$ cat src/rtl/edge_latency_sched_if.sv
// edge_latency_sched_if: kick/probe inputs and result outputs of the edge-latency scheduler
interface edge_latency_sched_if #(
  parameter int N_CH = 2,
  parameter int CNT_W = 16
);
  localparam int CH_W = $clog2(N_CH);
  logic en;
  logic abort;
  logic [N_CH-1:0] req;
  logic [N_CH-1:0] sig_i;
  logic [N_CH-1:0] pend_o;
  logic busy;
  logic res_vld;
  logic [CH_W-1:0] res_ch;
  logic [CNT_W-1:0] res_cnt;
  logic res_tmo;
  modport master(output en, abort, req, sig_i, input pend_o, busy, res_vld, res_ch, res_cnt, res_tmo);
  modport slave(input en, abort, req, sig_i, output pend_o, busy, res_vld, res_ch, res_cnt, res_tmo);
endinterface

$ cat src/rtl/edge_latency_sched.sv
// edge_latency_sched: round-robin sharing of one cycle counter among edge-latency channels
module edge_latency_sched #(
  parameter int N_CH = 2,
  parameter int CNT_W = 16,
  parameter int TMO_CYC = 1000
) (
  input logic clk,
  input logic rst,
  edge_latency_sched_if.slave bus
);
  localparam int CH_W = $clog2(N_CH);
  typedef enum logic [1:0] {IDLE, ARM, WAIT, DONE} state_t;
  state_t state, state_n;
  logic [N_CH-1:0] s1, s2, s3, rise, pend, clr;
  logic [CH_W-1:0] last, pick, idx, res_ch;
  logic [CNT_W-1:0] cnt, res_cnt;
  logic res_tmo, grant, hit, finish;
  // last doubles as the channel under measurement: it is only updated on a grant
  assign rise = s2 & ~s3;
  assign hit = rise[last];
  assign grant = state == IDLE && bus.en && |pend && !bus.abort;
  assign finish = state == WAIT && !bus.abort && (hit || cnt == CNT_W'(TMO_CYC - 1));
  assign clr = grant ? N_CH'(1) << pick : '0;
  always_comb begin
    pick = last;
    idx = '0;
    for (int i = N_CH; i >= 1; i--) begin
      idx = CH_W'((int'(last) + i) % N_CH);
      pick = pend[idx] ? idx : pick;
    end
  end
  always_comb begin
    state_n = state;
    if (bus.abort) state_n = IDLE;
    else if (state == IDLE) state_n = grant ? ARM : IDLE;
    else if (state == ARM) state_n = WAIT;
    else if (state == WAIT) state_n = finish ? DONE : WAIT;
    else state_n = IDLE;
  end
  always_ff @(posedge clk or posedge rst) begin
    if (rst) begin
      state <= IDLE;
      s1 <= '0;
      s2 <= '0;
      s3 <= '0;
      pend <= '0;
      last <= CH_W'(N_CH - 1);
      cnt <= '0;
      res_ch <= '0;
      res_cnt <= '0;
      res_tmo <= 1'b0;
    end else begin
      state <= state_n;
      {s3, s2, s1} <= {s2, s1, bus.sig_i};
      pend <= bus.abort ? '0 : (pend & ~clr) | bus.req;
      if (grant) last <= pick;
      cnt <= state == ARM ? '0 : state == WAIT ? cnt + 1'b1 : cnt;
      if (finish) begin
        res_ch <= last;
        res_cnt <= hit ? cnt : CNT_W'(TMO_CYC);
        res_tmo <= !hit;
      end
    end
  end
  assign bus.pend_o = pend;
  assign bus.busy = state != IDLE;
  assign bus.res_vld = state == DONE && !bus.abort;
  assign bus.res_ch = res_ch;
  assign bus.res_cnt = res_cnt;
  assign bus.res_tmo = res_tmo;
endmodule

$ cat src/flat_wrapper.sv
// flat-port wrapper written by rule: the top's interface ports become plain ports
module edge_latency_sched_flat 
#(
  parameter int N_CH = 2,
  parameter int CNT_W = 16,
  parameter int TMO_CYC = 1000
)
  (clk, rst, bus_en, bus_abort, bus_req, bus_sig_i, bus_pend_o, bus_busy, bus_res_vld, bus_res_ch, bus_res_cnt, bus_res_tmo);
  edge_latency_sched_if #(.N_CH(N_CH), .CNT_W(CNT_W)) bus_i ();
  input logic clk;
  input logic rst;
  input wire logic [$bits(bus_i.en)-1:0] bus_en;
  input wire logic [$bits(bus_i.abort)-1:0] bus_abort;
  input wire logic [$bits(bus_i.req)-1:0] bus_req;
  input wire logic [$bits(bus_i.sig_i)-1:0] bus_sig_i;
  output wire logic [$bits(bus_i.pend_o)-1:0] bus_pend_o;
  output wire logic [$bits(bus_i.busy)-1:0] bus_busy;
  output wire logic [$bits(bus_i.res_vld)-1:0] bus_res_vld;
  output wire logic [$bits(bus_i.res_ch)-1:0] bus_res_ch;
  output wire logic [$bits(bus_i.res_cnt)-1:0] bus_res_cnt;
  output wire logic [$bits(bus_i.res_tmo)-1:0] bus_res_tmo;
  assign bus_i.en = bus_en;
  assign bus_i.abort = bus_abort;
  assign bus_i.req = bus_req;
  assign bus_i.sig_i = bus_sig_i;
  assign bus_pend_o = bus_i.pend_o;
  assign bus_busy = bus_i.busy;
  assign bus_res_vld = bus_i.res_vld;
  assign bus_res_ch = bus_i.res_ch;
  assign bus_res_cnt = bus_i.res_cnt;
  assign bus_res_tmo = bus_i.res_tmo;
  edge_latency_sched #(.N_CH(N_CH), .CNT_W(CNT_W), .TMO_CYC(TMO_CYC)) u_core (.clk(clk), .rst(rst), .bus(bus_i));
endmodule
$ cat config.mk
export PLATFORM = sky130hd
export DESIGN_NAME = edge_latency_sched_flat
export DESIGN_NICKNAME = d
export VERILOG_FILES = /design/src/rtl/edge_latency_sched_if.sv /design/src/rtl/edge_latency_sched.sv /design/src/flat_wrapper.sv
export SDC_FILE = /design/constraint.sdc
export NUM_CORES = 1
export LEC_CHECK = 0
export BUFFER_PORTS_ARGS = -buffer_cell sky130_fd_sc_hd__buf_2
export CAP_MARGIN = 20
export CORE_MARGIN = 2
export CORE_UTILIZATION = 40
export DETAILED_ROUTE_END_ITERATION = 16
export SKIP_LAST_GASP = 1
export SYNTH_ARGS = -nofsm -noshare
export SYNTH_HDL_FRONTEND = slang
export SYNTH_SLANG_ARGS = --single-unit
$ cat constraint.sdc
create_clock -name clk -period 2.55 [get_ports clk]
set_input_delay 0 -clock clk [delete_from_list [all_inputs] [get_ports clk]]
set_output_delay 0 -clock clk [all_outputs]
set_load 0.02 [all_outputs]
==> metrics.csv, run 1 <==
stage;metric;value;unit
min_path;min_path_cells;5;
clocking;cts_tree;done;
sta;final_hold_viol_count;0;
clocking;clkSinkCount;45;
finish;final_area;2401;um^2
critical_path;endpoint_kind;flop;
routing;avgRoutedWirePerCell;15.22;um
sta;fin_tns_setup;0;ns
min_path;hold_end;u_core.last;
finish;drive_gt1_share;21.20;%
critical_path;ff2ff_setup_slack;0.48;ns
floorplanning;die_area;5550;um^2
sta;fin_crit;2.070;ns
clocking;cts_root_buffer;clkbuf_8;
yosys;synth.yosys.seq_area_share;56.70;%
min_path;min_from;bus_en;
global_route;grt-ovfl-total;0;
sta;finalSetupViolCount;0;
floorplanning;rows;25;
global_route;track_usage;18.00;%
clocking;cts_buffers;5;
critical_path;criticalPathCategory;reg -> reg;
yosys;syn_nets;189;
critical_path;crit_path_start_kind;flop;
critical_path;r2r_end;u_core.bus.pend_o[1];
sta;skew;0.007586;ns
clocking;cts-resized-gates;0;
finish;area_growth;20.77;%
routing;drc;0;
global_route;grt_max_degree;27;
clocking;clock_latency;0.30;ns
power;p_leak;1.131;nW
global_route;antenna_found_initial;0;
sta;fmax;0.4831;GHz
clocking;htreeDepth;2;
global_route;grt_pass1_vias;1605;
yosys;synth_edf_count;0;
finish;antenna_cells;0;
finish;nFillCells;444;
yosys;synth_top_area_share;55.38;%
floorplanning;io_pins;30;
place;routabilityCongestion;0.8875;
yosys;ys.flop_type;dfrtp_1;
finish;nets;229;
yosys;synth_area;1988;um^2
clocking;clk_pin_slew;0.08;ns
min_path;hp-class;in -> reg;
global_route;grt_first_pass_wirelength;7590;um
critical_path;worst-path-max-fanout;3;
place;port_buffers;29;
floorplanning;fp.dieH;74.50;um
critical_path;required;2.73;ns
power;power_density;771.3;nW/um^2
sta;rsz0062_at_grt;no;
yosys;syn_inst;176;
yosys;synth_top_area_cell;dfrtp_1;
routing;antenna_left;0;
place;dpl-instance-area;2206;um^2
yosys;yosysWarnings;0;
routing;drtIter0Drc;120;
status;status;complete, no violations;
floorplanning;die_width;74.50;um
run;cap_violations;0;
routing;viasPerCell;5.447;
yosys;ys_seq_elements;45;
routing;wirelength;4322;um
sta;worstMarginPinSlew;0.9475;ns
sta;timing.final.crit_share;81.18;%
yosys;synthDistinctLibCells;44;
yosys;synth_area_leaders;dfrtp_1 (55%), a22o_1 (4.8%), ha_1 (3.1%);
critical_path;r2r-start;u_core.state[0];
routing;drt-pass1-iter-count;4;
floorplanning;start_util;41.82;%
floorplanning;core-area;4755;um^2
clocking;clock_path_buffers;2;
routing;num_vias;1547;
yosys;ys_async_sr_fraction;100.0;%
power;irDropWorstVdd;0.0004648;V
critical_path;reg2reg_depth;7;
place;dp.final_hpwl;3140;um
critical_path;arrival;2.25;ns
sta;relSlewSlack;36.77;%
sta;slew_viol_final;0;
yosys;syn_avg_cell_area;11.30;um^2
==> layout by cell type (no fill, tap or decap), types with 3 or more instances in the layout <==
cell type / Yosys / final
clkbuf_8: 0 / 5
nor3_1: 3 / 3
nor2_1: 9 / 9
xor2_1: 3 / 3
and2_1: 3 / 3
o21ai_1: 9 / 9
and3_1: 3 / 3
or3_1: 4 / 4
dlygate4sd3_1: 0 / 8
nand2_1: 12 / 12
buf_4: 1 / 3
buf_2: 3 / 29
nor2b_1: 3 / 3
dfrtp_1: 44 / 44
a21oi_1: 6 / 6
o22a_1: 6 / 6
o41ai_1: 3 / 3
a22o_1: 11 / 11
ha_1: 5 / 5
inv_1: 7 / 7
nand3_1: 4 / 4
nand4_1: 5 / 5
==> synthesized netlist by cell type (4+ instances only) <==
cell and n:
a22o_1 11, dfrtp_1 44, or3_1 4, inv_1 7
o22a_1 6, ha_1 5, nand3_1 4, a21oi_1 6
nand4_1 5, o21ai_1 9, nor2_1 9, nand2_1 12
==> worst max-delay path by stage <==
stage                    start                    to  slack [ns]  cells after the start
5_1_grt        u_core.state[1]  u_core.bus.pend_o[1]        0.35                      7
6_report       u_core.state[0]  u_core.bus.pend_o[1]        0.48                      7
4_1_cts        u_core.state[0]  u_core.bus.pend_o[1]        0.48                      7
3_5_place_dp       u_core.last     u_core.bus.res_ch        0.55                      4
3_3_place_gp       u_core.last     u_core.bus.res_ch        0.59                      4
2_1_floorplan  u_core.state[0]        u_core.cnt[13]        0.78                      7
==> state kept, by name (all words and copies together), names as in the netlist <==
register / count
u_core.bus.res_cnt: 16
u_core.s1: 2
u_core.s3: 2
u_core.last: 1
u_core.bus.res_tmo: 1
u_core.bus.res_ch: 1
u_core.bus.pend_o: 2
u_core.state: 2
u_core.s2: 2
u_core.cnt: 16
==> metrics by stage <==
step / worst slack [ns] / total power [mW] / utilization [%] / cells / hold WS [ns]
after global placement: 0.5922 / 1.308 / 46.39 / 268 / 0.1132
after global routing: 0.3544 / 1.948 / 50.50 / 284 / 0.1230
final: 0.4800 / 1.852 / 50.50 / 284 / 0.08983
after floorplan: 0.7811 / 1.173 / - / 176 / 0.03143
after CTS: 0.4775 / 1.866 / 50.50 / 284 / 0.07889
after detailed placement: 0.5534 / 1.319 / 46.39 / 268 / 0.1093
==> layout make-up <==
| cell class | instances | area, um^2 | share of cell area [%] |
|---|---|---|---|
| Sequential cell | 45 | 1127 | 46.95 |
| Multi-Input combinational cell | 116 | 797.0 | 33.19 |
| Timing Repair Buffer | 40 | 247.7 | 10.32 |
| Tap cell | 67 | 83.83 | 3.491 |
| Clock buffer | 5 | 68.82 | 2.866 |
| Clock inverter | 3 | 46.29 | 1.928 |
| Inverter | 8 | 30.03 | 1.251 |
==> timing repair <==
item                                   CTS  global route
hold buffers                             8             0
endpoints found under the hold margin   28             0
setup buffers                            0             0
==> worst max-delay path: stages (launching register included) <==
cell and delay (ns):
dfrtp_1 0.41, inv_1 0.09, ha_1 0.22, nand2_1 0.08, or3_1 0.37, o21ai_1 0.16, a21oi_1 0.08, dlygate4sd3_1 0.54
==> power breakdown <==
group          switching [mW]  internal (mW)
combinational           0.226          0.158
clock                   0.244          0.293
sequential              0.102          0.830
==> cell families after synthesis <==
kind of cell	Yosys count	synth area share, %
fa+ha+maj	5	3.147
compound gates	50	18.82
simple gates	54	14.79
mux	3	1.573
flops	45	56.70
buf+inv	15	3.210
xor+xnor	4	1.762
==> metal layers <==
layer | share of wire, % | GRT usage (%) | vias to the layer above
li1 | - | - | 736
met1 | 49 | 24.37 | 749
met2 | 44 | 27.93 | 54
met3 | 4.9 | 3.388 | 8
met4 | 1.9 | 8.730 | 0
met5 | 0 | 0 | -
Note: power is estimated with default switching activity, not from simulation.
==> inputs of run 2 (changes only) <==
==> constraint.sdc (replaced) <==
create_clock -name clk -period 2.1 [get_ports clk]
set_input_delay 0 -clock clk [delete_from_list [all_inputs] [get_ports clk]]
set_output_delay 0 -clock clk [all_outputs]
set_load 0.02 [all_outputs]
==> run 2 against run 1 <==
Count of clock-buffer cells in the layout up 1. Via count fell by 0.78%. Sequential share of layout area up 0.39 points. Critical path depth unchanged. Sequential cell count is the same. Highest routed layer unchanged.
==> metrics.csv, run 2 (same netlist as run 1, synthesis figures left out) <==
stage;metric;value;unit;change
finish;layout_common_cells;dfrtp_1 (44), buf_2 (29), nand2_1 (12);;
floorplanning;core-area;4755;um^2;unchanged
critical_path;criticalPathCategory;reg -> reg;;
clocking;cts_tree;done;;
routing;route.met2.wl;1985;um;+3.3%
floorplanning;start_util;41.82;%;unchanged
finish;nets;230;;+0.44%
critical_path;crit_path_start;u_core.state[0];;
routing;wirelength;4459;um;+3.2%
clocking;cts_root_buffer;clkbuf_8;;
sta;fin_crit;2.003;ns;-0.06705 ns
power;p_clk_share;24.1;%;-4.9 points
min_path;hp-class;in -> reg;;
routing;viasPerCell;5.386;;-1.1%
global_route;grt_first_pass_wirelength;7783;um;+2.5%
floorplanning;die_width;74.50;um;unchanged
power;irDropWorstVdd;0.0006475;V;+39%
routing;antenna_left;0;;unchanged
sta;timing.final.crit_share;95.38;%;+14 points
sta;relSlewSlack;63.23;%;+26 points
finish;antenna_cells;0;;unchanged
routing;drt-pass1-iter-count;4;;unchanged
power;internal-power;1.432;mW;+12%
sta;finalSetupViolCount;0;;unchanged
critical_path;endpoint_kind;flop;;
power;power_density;886.4;nW/um^2;+15%
routing;drt-met1-wl;2178;um;+3.6%
status;status;complete, no violations;;
finish;mostFrequentLayoutCell;dfrtp_1;;
clocking;post_cts_buffers;0;;unchanged
clocking;clk_pin_slew;0.08;ns;about the same
critical_path;worst-path-max-fanout;3;;unchanged
floorplanning;fp.dieH;74.50;um;unchanged
clocking;clock_latency;0.30;ns;about the same
sta;slew_viol_final;0;;unchanged
power;p_leak;1.127;nW;-0.34%
critical_path;cp-endpoint;u_core.bus.pend_o[1];;
routing;route.top_layer_used;met4;;
sta;rsz0062_at_grt;yes;;
run;cap_violations;0;;unchanged
global_route;grt-ovfl-total;0;;unchanged
routing;drtIter0Drc;160;;+33%
critical_path;required;2.29;ns;-0.44 ns
sta;fmax;0.4993;GHz;+3.3%
routing;num_vias;1535;;-0.78%
sta;fin_hold_ws;0.08544;ns;-0.004392 ns
clocking;cts_buffers;5;;unchanged
power;switching_share;32.16;%;+1.3 points
place;routabilityCongestion;0.8510;;-4.1%
finish;drive_gt1_share;22.48;%;+1.3 points
place;place_ws;0.2288;ns;-0.3246 ns
finish;area_growth;19.76;%;
clocking;clkSinkCount;45;;unchanged
place;port_buffers;29;;unchanged
critical_path;r2r-start;u_core.state[0];;
global_route;track_usage;18.71;%;+0.71 points
critical_path;r2r_end;u_core.bus.pend_o[1];;
critical_path;crit_path_start_kind;flop;;
power;p_seq_share;53.6;%;+3.3 points
global_route;grt_max_degree;46;;+70%
finish;nFillCells;464;;+4.5%
critical_path;reg2reg_depth;7;;unchanged
clocking;htreeDepth;2;;unchanged
routing;drc;0;;unchanged
sta;worstMarginPinSlew;0.5482;ns;-0.3993 ns
finish;finalCoreUtilization;50.08;%;-0.42 points
floorplanning;io_pins;30;;unchanged
critical_path;ff2ff_setup_slack;0.1;ns;-0.38 ns
routing;wl_met3;234;um;+9.9%
power;power_frac_comb;22.3;%;+1.6 points
sta;fin_ws;0.09701;ns;-0.3829 ns
sta;final_hold_viol_count;0;;unchanged
global_route;antenna_found_initial;0;;unchanged
routing;avgRoutedWirePerCell;15.65;um;+2.8%
critical_path;arrival;2.19;ns;-0.06 ns
global_route;grt_pass1_vias;1542;;-3.9%
clocking;clock_path_buffers;2;;unchanged
floorplanning;die_area;5550;um^2;unchanged
floorplanning;rows;25;;unchanged
place;dp.final_hpwl;3087;um;-1.7%
power;power_switching;0.6788;mW;+19%
finish;reg_top3;u_core.bus.res_cnt (16), u_core.cnt (16);;
sta;skew;0.006888;ns;-0.0006978 ns
-- run 2: how the worst min path moves through the flow --
stage,startpoint,endpoint,cells after the start
6_report,bus_en,u_core.state[0],4
5_1_grt,bus_en,u_core.state[0],4
4_1_cts,bus_en,u_core.last,5
3_5_place_dp,bus_sig_i[0],u_core.s1[0],1
3_3_place_gp,bus_sig_i[1],u_core.s1[1],1
2_1_floorplan,bus_sig_i[0],u_core.s1[0],0
-- run 2: power by group through the flow --
| stage | logic [mW] | clock network, mW | registers [mW] |
|---|---|---|---|
| global route | 0.523 | 0.561 | 1.15 |
| finish | 0.471 | 0.508 | 1.13 |
| global placement | 0.456 | 0 | 1.14 |
| CTS | 0.476 | 0.521 | 1.13 |
| floorplan | 0.203 | 0 | 1.22 |
| detailed placement | 0.463 | 0 | 1.14 |
-- run 2: worst max-delay path, stage by stage (launching register included) --
cell	delay, ns
dfrtp_1	0.41
inv_1	0.09
ha_2	0.21
nand2_1	0.07
or3_4	0.35
o21ai_1	0.14
a21oi_1	0.08
dlygate4sd3_1	0.55
-- run 2: per-stage QoR --
step | total power, mW | instances | cell area, um^2 | setup TNS [ns]
floorplan | 1.425 | 176 | 1988 | 0
global placement | 1.593 | 270 | 2221 | 0
detailed placement | 1.607 | 270 | 2221 | 0
CTS | 2.126 | 285 | 2374 | 0
global route | 2.238 | 285 | 2381 | -0.002512
finish | 2.111 | 285 | 2381 | 0
-- run 2: area by class of cell --
cell class | count | area (um^2) | area share (%)
multi-input cells | 116 | 804.5 | 33.79
flip-flops and latches | 45 | 1127 | 47.35
clock inverters | 2 | 10.01 | 0.4204
well taps | 67 | 83.83 | 3.521
clock buffers | 6 | 72.57 | 3.048
inverters | 8 | 30.03 | 1.261
repair buffers | 41 | 252.7 | 10.61
-- run 2: what timing repair did --
action / 4_1_cts / 5_1_grt
gates resized for setup: 0 / 2
endpoints found under the hold margin: 49 / 0
hold buffers: 7 / 0
endpoints found under the setup margin: 0 / 1
-- run 2: per-layer routing --
metal	track usage, %	vias to the layer above
met2	27.34	44
met1	27.59	755
met5	0	-
met3	4.201	7
met4	6.349	0
li1	-	729
==> inputs of run 3 (changes only) <==
==> constraint.sdc (replaced) <==
create_clock -name clk -period 2.2 [get_ports clk]
set_input_delay 0 -clock clk [delete_from_list [all_inputs] [get_ports clk]]
set_output_delay 0 -clock clk [all_outputs]
set_load 0.02 [all_outputs]
==> run 3 against run 2 <==
Routed wire length up 1.0%. Combinational power fell by 5.7%. Register-to-register slack better by 0.04 ns. Power up 2.4%. Fmax is 3.1% lower. Count of clock-buffer cells in the layout rose by 1. Critical path type unchanged. Largest power group unchanged.
==> metrics.csv, run 3 (same netlist as run 1, synthesis figures left out) <==
stage;metric;value;unit;change
sta;final_hold_viol_count;0;;unchanged
global_route;antenna_found_initial;0;;unchanged
finish;reg_top3;u_core.bus.res_cnt (16), u_core.cnt (16);;
critical_path;max_stage_delay;0.55;ns;about the same
routing;drc;0;;unchanged
clocking;clkSinkCount;45;;unchanged
global_route;grt-ovfl-total;0;;unchanged
routing;wirelength;4505;um;+1.0%
power;irDropWorstVdd;0.0005277;V;-18%
sta;worstMarginPinSlew;0.5706;ns;+0.02238 ns
clocking;htreeDepth;2;;unchanged
power;power_frac_comb;20.5;%;-1.8 points
clocking;cts_root_buffer;clkbuf_8;;
routing;avgRoutedWirePerCell;15.98;um;+2.1%
clocking;clock_path_buffers;2;;unchanged
critical_path;criticalPathCategory;reg -> reg;;
finish;nets;227;;-1.3%
sta;fin_tns_setup;0;ns;unchanged
run;cap_violations;0;;unchanged
critical_path;critPathBufInv;2;;unchanged
critical_path;endpoint_kind;flop;;
clocking;cts_tree;done;;
critical_path;arrival;2.25;ns;+0.06 ns
sta;fin_ws;0.1336;ns;+0.03658 ns
critical_path;worst-path-max-fanout;3;;unchanged
critical_path;crit_path_start;u_core.state[1];;
floorplanning;start_util;41.82;%;unchanged
global_route;track_usage;17.62;%;-1.1 points
floorplanning;fp.dieH;74.50;um;unchanged
min_path;min_from;bus_en;;
finish;mostFrequentLayoutCell;dfrtp_1;;
sta;fin_crit;2.066;ns;+0.06342 ns
critical_path;r2r-start;u_core.state[1];;
global_route;grt_pass1_vias;1515;;-1.8%
clocking;cts-resized-gates;0;;unchanged
sta;relSlewSlack;61.96;%;-1.3 points
sta;finalSetupViolCount;0;;unchanged
global_route;grt_first_pass_wirelength;7334;um;-5.8%
power;internal-power;1.512;mW;+5.6%
critical_path;cp_top_family;buffers and inverters;;
sta;slew_viol_final;0;;unchanged
clocking;clk_pin_slew;0.08;ns;about the same
power;p_leak;1.125;nW;-0.18%
finish;nFillCells;451;;-2.8%
finish;drive_gt1_share;20.47;%;-2.0 points
routing;antenna_left;0;;unchanged
place;port_buffers;29;;unchanged
finish;layout_common_cells;dfrtp_1 (44), buf_2 (29), nand2_1 (12);;
routing;viasPerCell;5.504;;+2.2%
clocking;cts_buffers;5;;unchanged
clocking;clock_latency;0.29;ns;about the same
critical_path;required;2.38;ns;+0.09 ns
floorplanning;rows;25;;unchanged
floorplanning;die_area;5550;um^2;unchanged
finish;area_growth;19.95;%;
floorplanning;io_pins;30;;unchanged
floorplanning;core-area;4755;um^2;unchanged
sta;fin_hold_ws;0.09232;ns;+0.006885 ns
global_route;grt_max_degree;46;;unchanged
routing;drt-pass1-iter-count;4;;unchanged
critical_path;path_cells;inv_1 > ha_1 > nand2_1 > or3_1 > o21ai_1 > a21oi_1 > dlygate4sd3_1;;
power;switching_share;30.01;%;-2.2 points
critical_path;cp_slowest_cell;dlygate4sd3_1;;
critical_path;crit_path_start_kind;flop;;
sta;timing.final.crit_share;93.93;%;-1.5 points
routing;num_vias;1552;;+1.1%
status;status;complete, no violations;;
place;dpl.cell_count;267;;-1.1%
power;power_switching;0.6485;mW;-4.5%
sta;rsz0062_at_grt;no;;
routing;drtIter0Drc;117;;-27%
power;power_density;906.2;nW/um^2;+2.2%
place;dp.final_hpwl;3162;um;+2.4%
finish;final_cells;282;;-1.1%
floorplanning;die_width;74.50;um;unchanged
power;p_clk_share;29.6;%;+5.5 points
sta;fmax;0.4839;GHz;-3.1%
place;place_ws;0.1641;ns;-0.06469 ns
power;p_seq_share;49.9;%;-3.7 points
finish;antenna_cells;0;;unchanged
sta;skew;0.004176;ns;-0.002712 ns
min_path;hp-class;in -> reg;;
place;routabilityCongestion;0.8608;;+1.2%
[run 3: cell types whose count changed in the layout (fill, tap and decap cells not counted), sizes merged]
cell,previous run,this run
clkinv,2,0
clkbuf,6,7
buf,34,31
bufinv,0,1
[run 3: worst paths after layout]
check | to | slack (ns) | cells after the start
max | u_core.bus.pend_o[1] | 0.13 | 7
min in group asynchronous | u_core.state[0] | 0.38 | 4
max in group asynchronous | u_core.last | 1.42 | 4
min | u_core.last | 0.09 | 5
min reg2reg | u_core.s2[0] | 0.36 | 0
max reg2reg | u_core.bus.pend_o[1] | 0.13 | 7
[run 3: timing repair]
action	in CTS	in global routing
buffers inserted	0	0
hold endpoints to repair	49	0
hold buffers	7	0
[run 3: area by class of cell]
type                            instances  area, um^2  share of cell area, %
Clock buffer                            7       86.33                  3.620
Multi-Input combinational cell        116       797.0                  33.42
Sequential cell                        45        1127                  47.27
Tap cell                               67       83.83                  3.515
Inverter                                8       30.03                  1.259
Timing Repair Buffer                   38       230.2                  9.654
Clock inverter                          1       30.03                  1.259
[run 3: worst reg2reg max path, cell delays in order (launching register included)]
cell	delay, ns
dfrtp_1	0.41
inv_1	0.09
ha_1	0.21
nand2_1	0.08
or3_1	0.38
o21ai_1	0.16
a21oi_1	0.08
dlygate4sd3_1	0.55
[run 3: power groups by stage]
stage	sequential [mW]	clock [mW]	combinational, mW
finish	1.08	0.639	0.444
global route	1.10	0.689	0.481
CTS	1.08	0.658	0.449
detailed placement	1.09	0	0.439
global placement	1.08	0	0.429
floorplan	1.17	0	0.194
[run 3: routing by layer]
layer	vias to the layer above	track usage, %	routed length, um
met5	-	0	0
met4	0	5.952	55
met3	6	4.201	234
met2	51	29.11	2097
met1	774	22.82	2117
li1	721	-	-
[run 3: per-stage QoR]
stage	util, %	cell area (um^2)	power (mW)
floorplan	-	1988	1.360
global placement	46.24	2198	1.513
detailed placement	46.24	2198	1.533
CTS	50.16	2385	2.187
global route	50.16	2385	2.268
finish	50.16	2385	2.161
